<file path="src/rtl/coin_seq_pkg.sv">
// Shared types and default timing for the coin/start input sequencer.
package coin_seq_pkg;

  typedef enum logic [2:0] {
    IDLE,
    COIN,
    GAP,
    START,
    WAIT_REL
  } state_t;

  typedef enum logic [1:0] {
    P1,
    P2,
    COIN_ONLY
  } sel_t;

  localparam int DEF_COIN_FRAMES  = 4;
  localparam int DEF_GAP_FRAMES   = 8;
  localparam int DEF_START_FRAMES = 4;
  localparam int DEF_P2_COINS     = 2;
  localparam int DEF_CNT_W        = 5;

endpackage

</file>
<file path="src/rtl/coin_start_seq_vblank_tick.sv">
// One-cycle frame tick, registered on the cycle after a vblank rising edge is captured.
module vblank_tick (
  input  logic clk_sys,
  input  logic reset_n,
  input  logic vblank,
  output logic tick
);

  logic vblank_q;

  // NOTE: sequential state uses non-blocking assignments so every flop samples pre-edge values.
  always_ff @(posedge clk_sys) begin
    if (!reset_n) begin
      vblank_q <= 1'b0;
      tick     <= 1'b0;
    end else begin
      vblank_q <= vblank;
      tick     <= vblank & ~vblank_q;
    end
  end

endmodule

</file>
<file path="src/rtl/coin_start_seq.sv">
// Turns Start 1P/2P presses into frame-timed coin bursts followed by a start pulse.
// Optional COIN_SEQ_MANUAL_COIN_EN adds req_coin for a coin-only sequence.
module coin_start_seq
  import coin_seq_pkg::*;
#(
  parameter int COIN_FRAMES  = DEF_COIN_FRAMES,
  parameter int GAP_FRAMES   = DEF_GAP_FRAMES,
  parameter int START_FRAMES = DEF_START_FRAMES,
  parameter int P2_COINS     = DEF_P2_COINS,
  parameter int CNT_W        = DEF_CNT_W
) (
  input  logic clk_sys,
  input  logic reset_n,
  input  logic vblank,
  input  logic req_start1,
  input  logic req_start2,
`ifdef COIN_SEQ_MANUAL_COIN_EN
  input  logic req_coin,
`endif
  output logic coin_out,
  output logic start1_out,
  output logic start2_out,
  output logic busy
);

  localparam logic [CNT_W-1:0] COIN_LAST  = CNT_W'(COIN_FRAMES - 1);
  localparam logic [CNT_W-1:0] GAP_LAST   = CNT_W'((GAP_FRAMES > 0) ? GAP_FRAMES - 1 : 0);
  localparam logic [CNT_W-1:0] START_LAST = CNT_W'(START_FRAMES - 1);
  localparam logic [CNT_W-1:0] P2_LOAD    = CNT_W'(P2_COINS);
  localparam logic [CNT_W-1:0] ONE        = CNT_W'(1);
  localparam bit               HAS_GAP    = (GAP_FRAMES != 0);

  state_t           state_q, state_d;
  sel_t             sel_q, sel_d;
  logic [CNT_W-1:0] coins_q, coins_d;
  logic [CNT_W-1:0] cnt_q, cnt_d;
  logic [CNT_W-1:0] coins_dec;
  state_t           after_coin;
  logic             tick;
  logic             manual_coin;
  logic             any_held;

`ifdef COIN_SEQ_MANUAL_COIN_EN
  assign manual_coin = req_coin;
`else
  assign manual_coin = 1'b0;
`endif

  assign any_held = req_start1 | req_start2 | manual_coin;

  vblank_tick u_tick (
    .clk_sys (clk_sys),
    .reset_n (reset_n),
    .vblank  (vblank),
    .tick    (tick)
  );

  function automatic logic [CNT_W-1:0] sat_inc(input logic [CNT_W-1:0] v);
    return (v == '1) ? v : v + ONE;
  endfunction

  // Where a sequence goes once the current coin (and its gap, if any) is done.
  function automatic state_t next_step(input logic [CNT_W-1:0] coins, input sel_t sel);
    if (coins != '0)       return COIN;
    else if (sel == COIN_ONLY) return WAIT_REL;
    else                   return START;
  endfunction

  // NOTE: every output of this block gets a default first, so no path can infer a latch.
  always_comb begin
    state_d    = state_q;
    sel_d      = sel_q;
    coins_d    = coins_q;
    cnt_d      = cnt_q;
    coins_dec  = (coins_q != '0) ? coins_q - ONE : '0;
    after_coin = next_step(coins_dec, sel_q);

    unique case (state_q)
      IDLE: begin
        cnt_d = '0;
        if (req_start2) begin
          sel_d   = P2;
          coins_d = P2_LOAD;
          state_d = COIN;
        end else if (req_start1) begin
          sel_d   = P1;
          coins_d = ONE;
          state_d = COIN;
        end else if (manual_coin) begin
          sel_d   = COIN_ONLY;
          coins_d = ONE;
          state_d = COIN;
        end
      end
      COIN: if (tick) begin
        if (cnt_q == COIN_LAST) begin
          coins_d = coins_dec;
          cnt_d   = '0;
          state_d = HAS_GAP ? GAP : after_coin;
        end else begin
          cnt_d = sat_inc(cnt_q);
        end
      end
      GAP: if (tick) begin
        if (cnt_q == GAP_LAST) begin
          cnt_d   = '0;
          state_d = next_step(coins_q, sel_q);
        end else begin
          cnt_d = sat_inc(cnt_q);
        end
      end
      START: if (tick) begin
        if (cnt_q == START_LAST) begin
          cnt_d   = '0;
          state_d = WAIT_REL;
        end else begin
          cnt_d = sat_inc(cnt_q);
        end
      end
      WAIT_REL: if (!any_held) state_d = IDLE;
      default:  state_d = IDLE;
    endcase
  end

  // Outputs decode the current state, so they trail each state change by one edge.
  always_ff @(posedge clk_sys) begin
    if (!reset_n) begin
      state_q    <= IDLE;
      sel_q      <= P1;
      coins_q    <= '0;
      cnt_q      <= '0;
      coin_out   <= 1'b0;
      start1_out <= 1'b0;
      start2_out <= 1'b0;
    end else begin
      state_q    <= state_d;
      sel_q      <= sel_d;
      coins_q    <= coins_d;
      cnt_q      <= cnt_d;
      coin_out   <= (state_q == COIN);
      start1_out <= (state_q == START) && (sel_q == P1);
      start2_out <= (state_q == START) && (sel_q == P2);
    end
  end

  assign busy = (state_q != IDLE);

endmodule
</file>
<file path="config.mk">
export PLATFORM = sky130hd
export DESIGN_NAME = coin_start_seq
export DESIGN_NICKNAME = d
export VERILOG_FILES = /design/src/rtl/coin_seq_pkg.sv /design/src/rtl/coin_start_seq_vblank_tick.sv /design/src/rtl/coin_start_seq.sv
export SDC_FILE = /design/constraint.sdc
export NUM_CORES = 1
export LEC_CHECK = 0
export CAP_MARGIN = 40
export CORE_MARGIN = 5
export CORE_UTILIZATION = 42
export CTS_CLUSTER_SIZE = 12
export DETAILED_ROUTE_END_ITERATION = 10
export GPL_ROUTABILITY_DRIVEN = 1
export HOLD_SLACK_MARGIN = 0.06
export MAX_ROUTING_LAYER = met4
export PLACE_DENSITY_LB_ADDON = 0.1
export SETUP_SLACK_MARGIN = 0.3
export SYNTH_ARGS = -nofsm -noshare
export SYNTH_HDL_FRONTEND = slang
export SYNTH_SLANG_ARGS = --single-unit
</file>
<file path="constraint.sdc">
create_clock -name clk_sys -period 2.3 [get_ports clk_sys]
set_input_delay 0.46 -clock clk_sys [delete_from_list [all_inputs] [get_ports clk_sys]]
set_output_delay 0.46 -clock clk_sys [all_outputs]
set_load 0.01 [all_outputs]
</file>
==> qor.txt, run 1 <==
RR Startpoint -> coins_q[0]$_SDFFE_PN0P_
Max-slew headroom -> 0.605
Top Family by Delay on Critical Path -> simple AND/OR/NAND/NOR gates
vias per inst -> 5.57
first-pass GRT wire length -> 3800 um
Final TNS setup -> 0 ps
hold path cells -> 1
post-synthesis register bit count -> 19
Synth area leaders -> dfxtp_1, nor2_1, nand2_1, inv_1, o21ai_0
largest net degree at the start of global routing -> 13
Worst Hold Launch -> u_tick.vblank_q$_SDFF_PN0_
setup violators final -> 0
DR DRC count -> 0
final hold viol count -> 0
Yosys cell types -> 46
register-to-register setup slack -> 450 ps
CORE AREA -> 0.00225 sq mm
DR iter-0 viols -> 24
CTS tree -> built
Setup CP Type -> flip-flop to flip-flop
CTS Hold Buffers Added -> 0
CP max-delay cell -> or4_4
worst slew pin tran -> 585 ps
die height -> 59.1 um
RePlAce Congestion -> 0.851
startpoint types -> flip-flop
clk_lat worst skew -> 310 ps
CP peak stage delay -> 540 ps
fraction of registers with async set/reset -> 0
Post-synth EDFFs -> 0
crit share post-route -> 0.806
Nets -> 139
Hold Crit Endpoint -> u_tick.tick$_SDFF_PN0_
register area share after synthesis -> 0.375
reg2reg path depth -> 7
vias in the first global route -> 810
Yosys top cell area share -> 0.375
number of detailed-route iterations in the first pass -> 4
Detailed Place HPWL -> 1560 um
std cell rows -> 17
crit path max fanout -> 4
Synthesis Warnings -> 0
final core occ -> 0.529
clk_skew -> 6.03 ps
max cap viols -> 0
initial core utilization -> 0.450
Hold WS -> 388 ps
Critical Path RT -> 2560 ps
Main synth FF type -> dfxtp_1
Total Routing Usage GR -> 0.145
post-synthesis cell area -> 0.00101 sq mm
Power Density -> 648 mW/mm^2
crit-path cells -> inv_1, ha_1, nor4b_1, buf_4, or4_4, o21ai_2, o311a_1
die width -> 59.1 um
ratio of cells with drive above 1 in the final layout -> 0.191
Layout area overhead -> 17.7%
Final Non-Filler Cells -> 159
Mapped Cells -> 119
ant diodes -> 0
initial antenna violation count -> 0
Final Power -> 0.772 mW
worst vdd ir -> 0.388 mV
routed wire length per instance -> 13.9 um
Buf/Inv on CP -> 2
worst r2r dst -> coins_q[2]$_SDFFE_PN0P_
global route total overflow -> 0
CTS root buffer -> clkbuf_4
Multi-input gate area -> 584 sq um
Num CTS Buffers -> 3
Worst EP arrival -> 2120 ps
FMAX -> 0.539 GHz
Leak Pwr -> 0.473 nW
final WL -> 2210 um
Hold Path Class -> flip-flop to flip-flop
port buffer count -> 8
Sink Count -> 19
CP Capture Type -> flip-flop
RSZ-0062 raised after global routing -> false
Final Max Tran Viols -> 0
Clock Tree Buf Depth -> 2
Syn Nets -> 126
most frequent cell after synthesis -> dfxtp_1
Via Count -> 886
synth cell count leaders -> dfxtp_1, nor2_1, nand2_1
syn_area_per_cell -> 8.52 sq um
clock slew at reported path FFs -> 110 ps
Die ar. -> 0.00350 sq mm
outcome -> finished, final reports clean
dpl cells -> 154
flip-flop and latch area -> 392 sq um
largest area contributor in the netlist -> dfxtp_1
DRT antenna net count -> 0
minimum clock period -> 1850 ps
H-tree Lvls -> 1
# IOs -> 9
FILL cells -> 229
==> flip-flops by register name, indices dropped and copies added, names as in the netlist <==
signal           cells
coins_q              5
u_tick.vblank_q      1
start1_out           1
u_tick.tick          1
state_q              3
start2_out           1
coin_out             1
cnt_q                5
sel_q                1
==> routing by layer <==
layer | global-route usage | wire, um
met1 | 0.187 | 1060
met2 | 0.222 | 1030
met3 | 0.0261 | 74
met5 | - | 0
met4 | 0.0583 | 49
==> power breakdown <==
group	internal, mW	total, mW	switching (mW)
clock	0.0650	0.174	0.109
combinational	0.104	0.224	0.120
sequential	0.350	0.374	0.0239
total	0.519	0.772	0.253
==> cell families after synthesis <==
family	Yosys count	synth area share
simple gates	53	0.294
buf+inv	14	0.0778
fa+ha+maj	2	0.0247
mux	2	0.0198
flops	19	0.375
compound gates	29	0.209
==> cell usage in the layout (no fill, tap or decap), types with 2 or more instances in the layout <==
cell type         n
dfxtp_1          16
nor2_1           14
nand2_1          11
inv_1             9
clkdlybuf4s50_1   7
o21ai_0           6
buf_4             5
a31oi_1           4
nor3_1            4
nand3_1           4
a21oi_1           3
nand4b_1          3
clkbuf_4          3
dfxtp_4           3
nor3_4            2
and2_1            2
a21o_1            2
mux2i_1           2
==> how the worst max path moves through the flow <==
stage | from | end | slack (ps) | depth (start not counted)
6_report | coins_q[0]$_SDFFE_PN0P_ | coins_q[2]$_SDFFE_PN0P_ | 450 | 7
5_1_grt | coins_q[0]$_SDFFE_PN0P_ | coins_q[2]$_SDFFE_PN0P_ | 340 | 7
4_1_cts | state_q[2]$_SDFFE_PN0P_ | busy | 300 | 3
3_5_place_dp | cnt_q[0]$_SDFFE_PN0P_ | coins_q[2]$_SDFFE_PN0P_ | 200 | 5
3_3_place_gp | cnt_q[0]$_SDFFE_PN0P_ | coins_q[2]$_SDFFE_PN0P_ | 250 | 5
2_1_floorplan | cnt_q[0]$_SDFFE_PN0P_ | coins_q[2]$_SDFFE_PN0P_ | 320 | 5
==> final cells by class <==
cell class / instances / share of cell area
Timing Repair Buffer: 13 / 0.101
Inverter: 9 / 0.0283
Tap cell: 28 / 0.0294
Sequential cell: 19 / 0.328
Clock buffer: 3 / 0.0189
Multi-Input combinational cell: 86 / 0.490
Clock inverter: 1 / 0.00420
==> stage by stage <==
stage               worst slack (ps)  area, sq um
floorplan                        324         1010
global placement                 246         1110
detailed placement               202         1110
CTS                              302         1160
global route                     340         1190
finish                           446         1190
==> timing repair <==
item | 4_1_cts | 5_1_grt
hold endpoints to repair | 0 | 0
cloned | 0 | 0
resized for setup | 6 | 6
endpoints found under the setup margin | 6 | 6
pin swaps | 0 | 2
setup buffers | 0 | 1
Note: power is estimated with default switching activity, not from simulation.
==> run 2: changes to the inputs <==
- clock period: 2.3 -> 1.7 ns (I/O delays scaled with it)
==> qor.txt, run 2 (same netlist as run 1, synthesis figures left out) <==
ratio of cells with drive above 1 in the final layout -> 0.356 (was 0.191)
Setup CP Type -> flip-flop to flip-flop (unchanged)
Largest regs -> cnt_q x5, coins_q x5, state_q x3 (unchanged)
Hold Path Class -> flip-flop to flip-flop (unchanged)
Post-DP Area -> 0.00128 sq mm (was 0.00111 sq mm)
# IOs -> 9 (unchanged)
max cap viols -> 0 (unchanged)
DR iter-0 viols -> 38 (was 24)
worst slew pin tran -> 383 ps (was 585 ps)
post-route cell area -> 0.00138 sq mm (was 0.00119 sq mm)
worst vdd ir -> 0.815 mV (was 0.388 mV)
Via Count -> 979 (was 886)
sequential share of power -> 0.428 (was 0.485)
Detailed Place HPWL -> 1920 um (was 1560 um)
Final Max Tran Viols -> 0 (unchanged)
Pint -> 0.785 mW (was 0.519 mW)
CTS Hold Buffers Added -> 0 (unchanged)
port buffer count -> 8 (unchanged)
met1 WL -> 1230 um (was 1060 um)
number of detailed-route iterations in the first pass -> 5 (was 4)
vias in the first global route -> 931 (was 810)
failing checks -> setup timing
startpoint types -> flip-flop (unchanged)
DR WL met3 -> 100 um (was 74 um)
clock slew at reported path FFs -> 110 ps (about the same)
Total Routing Usage GR -> 0.169 (was 0.145)
Max-slew headroom -> 0.741 (was 0.605)
RR Startpoint -> cnt_q[1]$_SDFFE_PN0P_ (was coins_q[0]$_SDFFE_PN0P_)
global route total overflow -> 0 (unchanged)
die width -> 59.1 um (unchanged)
Nets -> 157 (was 139)
std cell rows -> 17 (unchanged)
register-to-register setup slack -> -30 ps (was 450 ps)
reg2reg path depth -> 5 (was 7)
H-tree Lvls -> 1 (unchanged)
Final Power -> 1.17 mW (was 0.772 mW)
final hold viol count -> 0 (unchanged)
CP startpoint -> cnt_q[1]$_SDFFE_PN0P_ (was coins_q[0]$_SDFFE_PN0P_)
FMAX -> 0.577 GHz (was 0.539 GHz)
RSZ-0062 raised after global routing -> true (was false)
initial antenna violation count -> 0 (unchanged)
Worst EP arrival -> 1990 ps (was 2120 ps)
CTS tree -> built (unchanged)
Die ar. -> 0.00350 sq mm (unchanged)
Num CTS Buffers -> 3 (unchanged)
clk_lat worst skew -> 310 ps (about the same)
crit path max fanout -> 3 (was 4)
final setup slack of the worst path -> -32.0 ps (was 446 ps)
setup violators final -> 3 (was 0)
Critical Path RT -> 1960 ps (was 2560 ps)
CTS root buffer -> clkbuf_4 (unchanged)
crit share post-route -> 1.02 (was 0.806)
CP Capture Type -> flip-flop (unchanged)
clk_skew -> 2.54 ps (was 6.03 ps)
vias per inst -> 5.53 (was 5.57)
hold path cells -> 1 (unchanged)
flip-flop and latch area -> 394 sq um (was 392 sq um)
Multi-input gate area -> 636 sq um (was 584 sq um)
switch share -> 0.328 (about the same)
Clk network pwr share -> 0.203 (was 0.226)
Sink Count -> 19 (unchanged)
Leak Pwr -> 0.578 nW (was 0.473 nW)
ant diodes -> 0 (unchanged)
Gate power share -> 0.368 (was 0.290)
CORE AREA -> 0.00225 sq mm (unchanged)
first-pass GRT wire length -> 4250 um (was 3800 um)
Hold WS -> 397 ps (was 388 ps)
commonest cells after routing, fill and taps aside -> buf_4, dfxtp_1, nor2_1 (was dfxtp_1, nor2_1, nand2_1)
largest net degree at the start of global routing -> 12 (was 13)
DR top layer -> met4 (unchanged)
DR DRC count -> 0 (unchanged)
RePlAce Congestion -> 0.896 (was 0.851)
die height -> 59.1 um (unchanged)
initial core utilization -> 0.450 (unchanged)
final WL -> 2590 um (was 2210 um)
P_sw -> 0.383 mW (was 0.253 mW)
most common cell after layout, fill and taps aside -> buf_4 (was dfxtp_1)
DR WL met2 -> 1180 um (was 1030 um)
DRT antenna net count -> 0 (unchanged)
FILL cells -> 216 (was 229)
Layout area overhead -> 35.8% (was 17.7%)
minimum clock period -> 1730 ps (was 1850 ps)
Worst Hold Launch -> u_tick.vblank_q$_SDFF_PN0_ (unchanged)
Power Density -> 849 mW/mm^2 (was 648 mW/mm^2)
Clock Tree Buf Depth -> 2 (unchanged)
routed wire length per instance -> 14.6 um (was 13.9 um)
outcome -> finished with violations (was finished, final reports clean)
==> run 2: cell types whose count changed in the layout (fill, tap and decap cells not counted), sizes merged <==
cell / previous run / this run
buf: 5 / 24
clkdlybuf4s50: 7 / 4
dlygate4sd2: 0 / 3
dlymetal6s2s: 1 / 0
==> run 2: through the flow <==
step           utilization  setup WS, ps  TNS [ps]  std cells
2_1_floorplan            -         -88.8      -214        119
3_3_place_gp         0.567         -49.4      -263        172
3_5_place_dp         0.567         -76.9      -426        172
4_1_cts              0.604         -33.7     -64.9        177
5_1_grt              0.610          -104      -446        177
6_report             0.610         -32.0     -51.0        177
==> run 2: repair_timing <==
action / CTS / global route
setup endpoints to repair: 15 / 14
setup buffers: 1 / 0
pin swaps: 5 / 1
endpoints found under the hold margin: 0 / 0
gates resized for setup: 19 / 4
==> run 2: path summary, 6_finish.rpt <==
| path | to |
|---|---|
| min | u_tick.tick$_SDFF_PN0_ |
| max | coins_q[2]$_SDFFE_PN0P_ |
| min reg2reg | u_tick.tick$_SDFF_PN0_ |
| max reg2reg | coins_q[2]$_SDFFE_PN0P_ |
==> run 2: critical path, cell delays in order, from the launching register on <==
cell,delay (ps)
dfxtp_4,380
ha_4,120
or4b_4,470
or4_4,440
o21ai_2,120
o311a_1,160
==> run 2: power groups by stage <==
stage	sequential, mW	clock, mW	combinational [mW]
2_1_floorplan	0.511	0	0.220
3_3_place_gp	0.506	0	0.378
3_5_place_dp	0.507	0	0.382
4_1_cts	0.502	0.240	0.423
5_1_grt	0.506	0.261	0.470
6_report	0.500	0.238	0.430
==> run 2: layer usage <==
layer  global-route usage  up-vias
li1                     -      493
met1                0.213      463
met2                0.254       15
met3               0.0501        8
met4               0.0615        0
met5                    -        -
==> run 2: area by class of cell <==
class,count,area share
inverters,9,0.0245
flip-flops and latches,19,0.286
clock inverters,1,0.00364
multi-input cells,86,0.462
well taps,28,0.0255
repair buffers,31,0.182
clock buffers,3,0.0164
==> RTL edit: new RTL, settings of run 2 <==
Make the reset (`reset_n`) asynchronous in 2 clocked blocks.
--- a/src/rtl/coin_start_seq_vblank_tick.sv
+++ b/src/rtl/coin_start_seq_vblank_tick.sv
@@ -10,5 +10,5 @@
 
   // NOTE: sequential state uses non-blocking assignments so every flop samples pre-edge values.
-  always_ff @(posedge clk_sys) begin
+  always_ff @(posedge clk_sys or negedge reset_n) begin
     if (!reset_n) begin
       vblank_q <= 1'b0;
--- a/src/rtl/coin_start_seq.sv
+++ b/src/rtl/coin_start_seq.sv
@@ -124,5 +124,5 @@
 
   // Outputs decode the current state, so they trail each state change by one edge.
-  always_ff @(posedge clk_sys) begin
+  always_ff @(posedge clk_sys or negedge reset_n) begin
     if (!reset_n) begin
       state_q    <= IDLE;
Check against the original RTL: differs if reset_n is asserted again (counterexample within 4 cycles, from zero or initial values and one cycle with reset_n low); with reset_n held inactive, the same outputs for 10 cycles.
==> RTL edit against run 2 <==
The flow still finishes with violations (setup timing). Routed wire length is 14% lower. Largest cell class unchanged. Setup slack worse by 110 ps. Critical endpoint is now coins_q[0]. Sequential cell count stayed put. Design area fell by 0.73%. First-iteration DRC count down 63%. Area after synthesis fell by 3.7%.
Power is not compared: it rests on default switching activity, and its combinational part moved more than twofold at a synthesized area within 25%.
==> RTL edit: results (changes against run 2) <==
Detailed routing
  • WL/cell: 14.0 um (-3.9%)
  • Ratio of routed vias to standard cells: 5.31 (-3.9%)
  • Drt first-iter violations: 14 (-63%)
  • First drt pass iteration count: 4 (-1)

Global route
  • Total GRT Usage: 0.152 (-0.0165)
  • Largest net degree at the start of global routing: 20 (+8)
  • First-pass GRT wire length: 3.88 mm (-8.6%)
  • Vias in the first global route: 880 (-5.5%)

Placed design
  • Cells after DPL: 153 (-11%)
  • Dpl hpwl: 1.62 mm (-15%)
  • RD Place Congestion: 0.906 (+1.2%)

Layout
  • Buffer share of cell area: 0.199 (+0.0169)
  • Layout area overhead: 40.0%
  • Fill cells: 196 (-9.3%)
  • Nonclk inv count: 8 (-1)
  • Clk tree area frac: 0.0201 (+0.000147)
  • FF+latch area: 477 um2 (+21%)
  • Nets: 139 (-11%)
  • Layout cells sized above 1: 0.351 (-0.00456)
  • Multi-input gate area: 526 um2 (-17%)

Worst setup path
  • Worst stage delay on the critical path: 380 ps (-90 ps)
  • RR Startpoint: cnt_q[1]
  • Worst path arrival time: 2050 ps (+60 ps)
  • Slowest CP cell: or3b_4

STA
  • Setup violators final: 9 (+6)
  • Post-Route Skew: 20.1 ps (+17.5 ps)
  • Setup ws final: -145 ps (-113 ps)
  • Final setup TNS: -717 ps (-666 ps)

Synthesis
  • XOR/XNOR Fraction of Synth Area: 0.00897 (+0.00897)
  • Post-synthesis sequential area ratio: 0.487 (+0.112)
  • Post-Synth Adder-Cell Area: 0.0256 (+0.000950)
  • Top cells by area, synth: dfrtp_1 (49%), nor2_1 (3.5%), inv_1 (3.1%)
  • Synth Area in Compound Gates: 0.208 (-0.000950)
  • Syn nets: 106 (-16%)
  • Synth Instances: 99 (-17%)
  • Post-synth top cells: dfrtp_1 (19), nor2_1 (9), inv_1 (8)

Power
  • Final Power: ~2200 uW

Run status
  • Status: finished with violations
  • Failing checks: setup timing
RTL edit: cells by family after synthesis:
logic type / Yosys count
adder cells (fa/ha/maj): 2
AO/OA/AOI/OAI: 28
multiplexers: 4
buffers and inverters: 13
XOR/XNOR: 1
AND/OR/NAND/NOR: 32
flip-flops: 19
RTL edit: layer usage:
| layer | GRT usage | routed length [um] | up-vias |
|---|---|---|---|
| met1 | 0.190 | 1040 | 402 |
| li1 | - | - | 426 |
| met3 | 0.0401 | 86 | 2 |
| met4 | 0.0331 | 14 | 0 |
| met2 | 0.247 | 1090 | 15 |
| met5 | - | 0 | - |
RTL edit: worst reg2reg max path: cells and delay by family, from the launching register on:
kind / cells / cell delay (ps)
multiplexers: 1 / 300
AND/OR/NAND/NOR: 2 / 650
flip-flops: 1 / 370
adder cells (fa/ha/maj): 1 / 180
AO/OA/AOI/OAI: 1 / 270
RTL edit: repair_timing:
item	CTS	global route
setup buffers	1	1
gates cloned	0	0
gates resized for setup	13	7
pin swaps	5	2
setup endpoints to repair	15	13
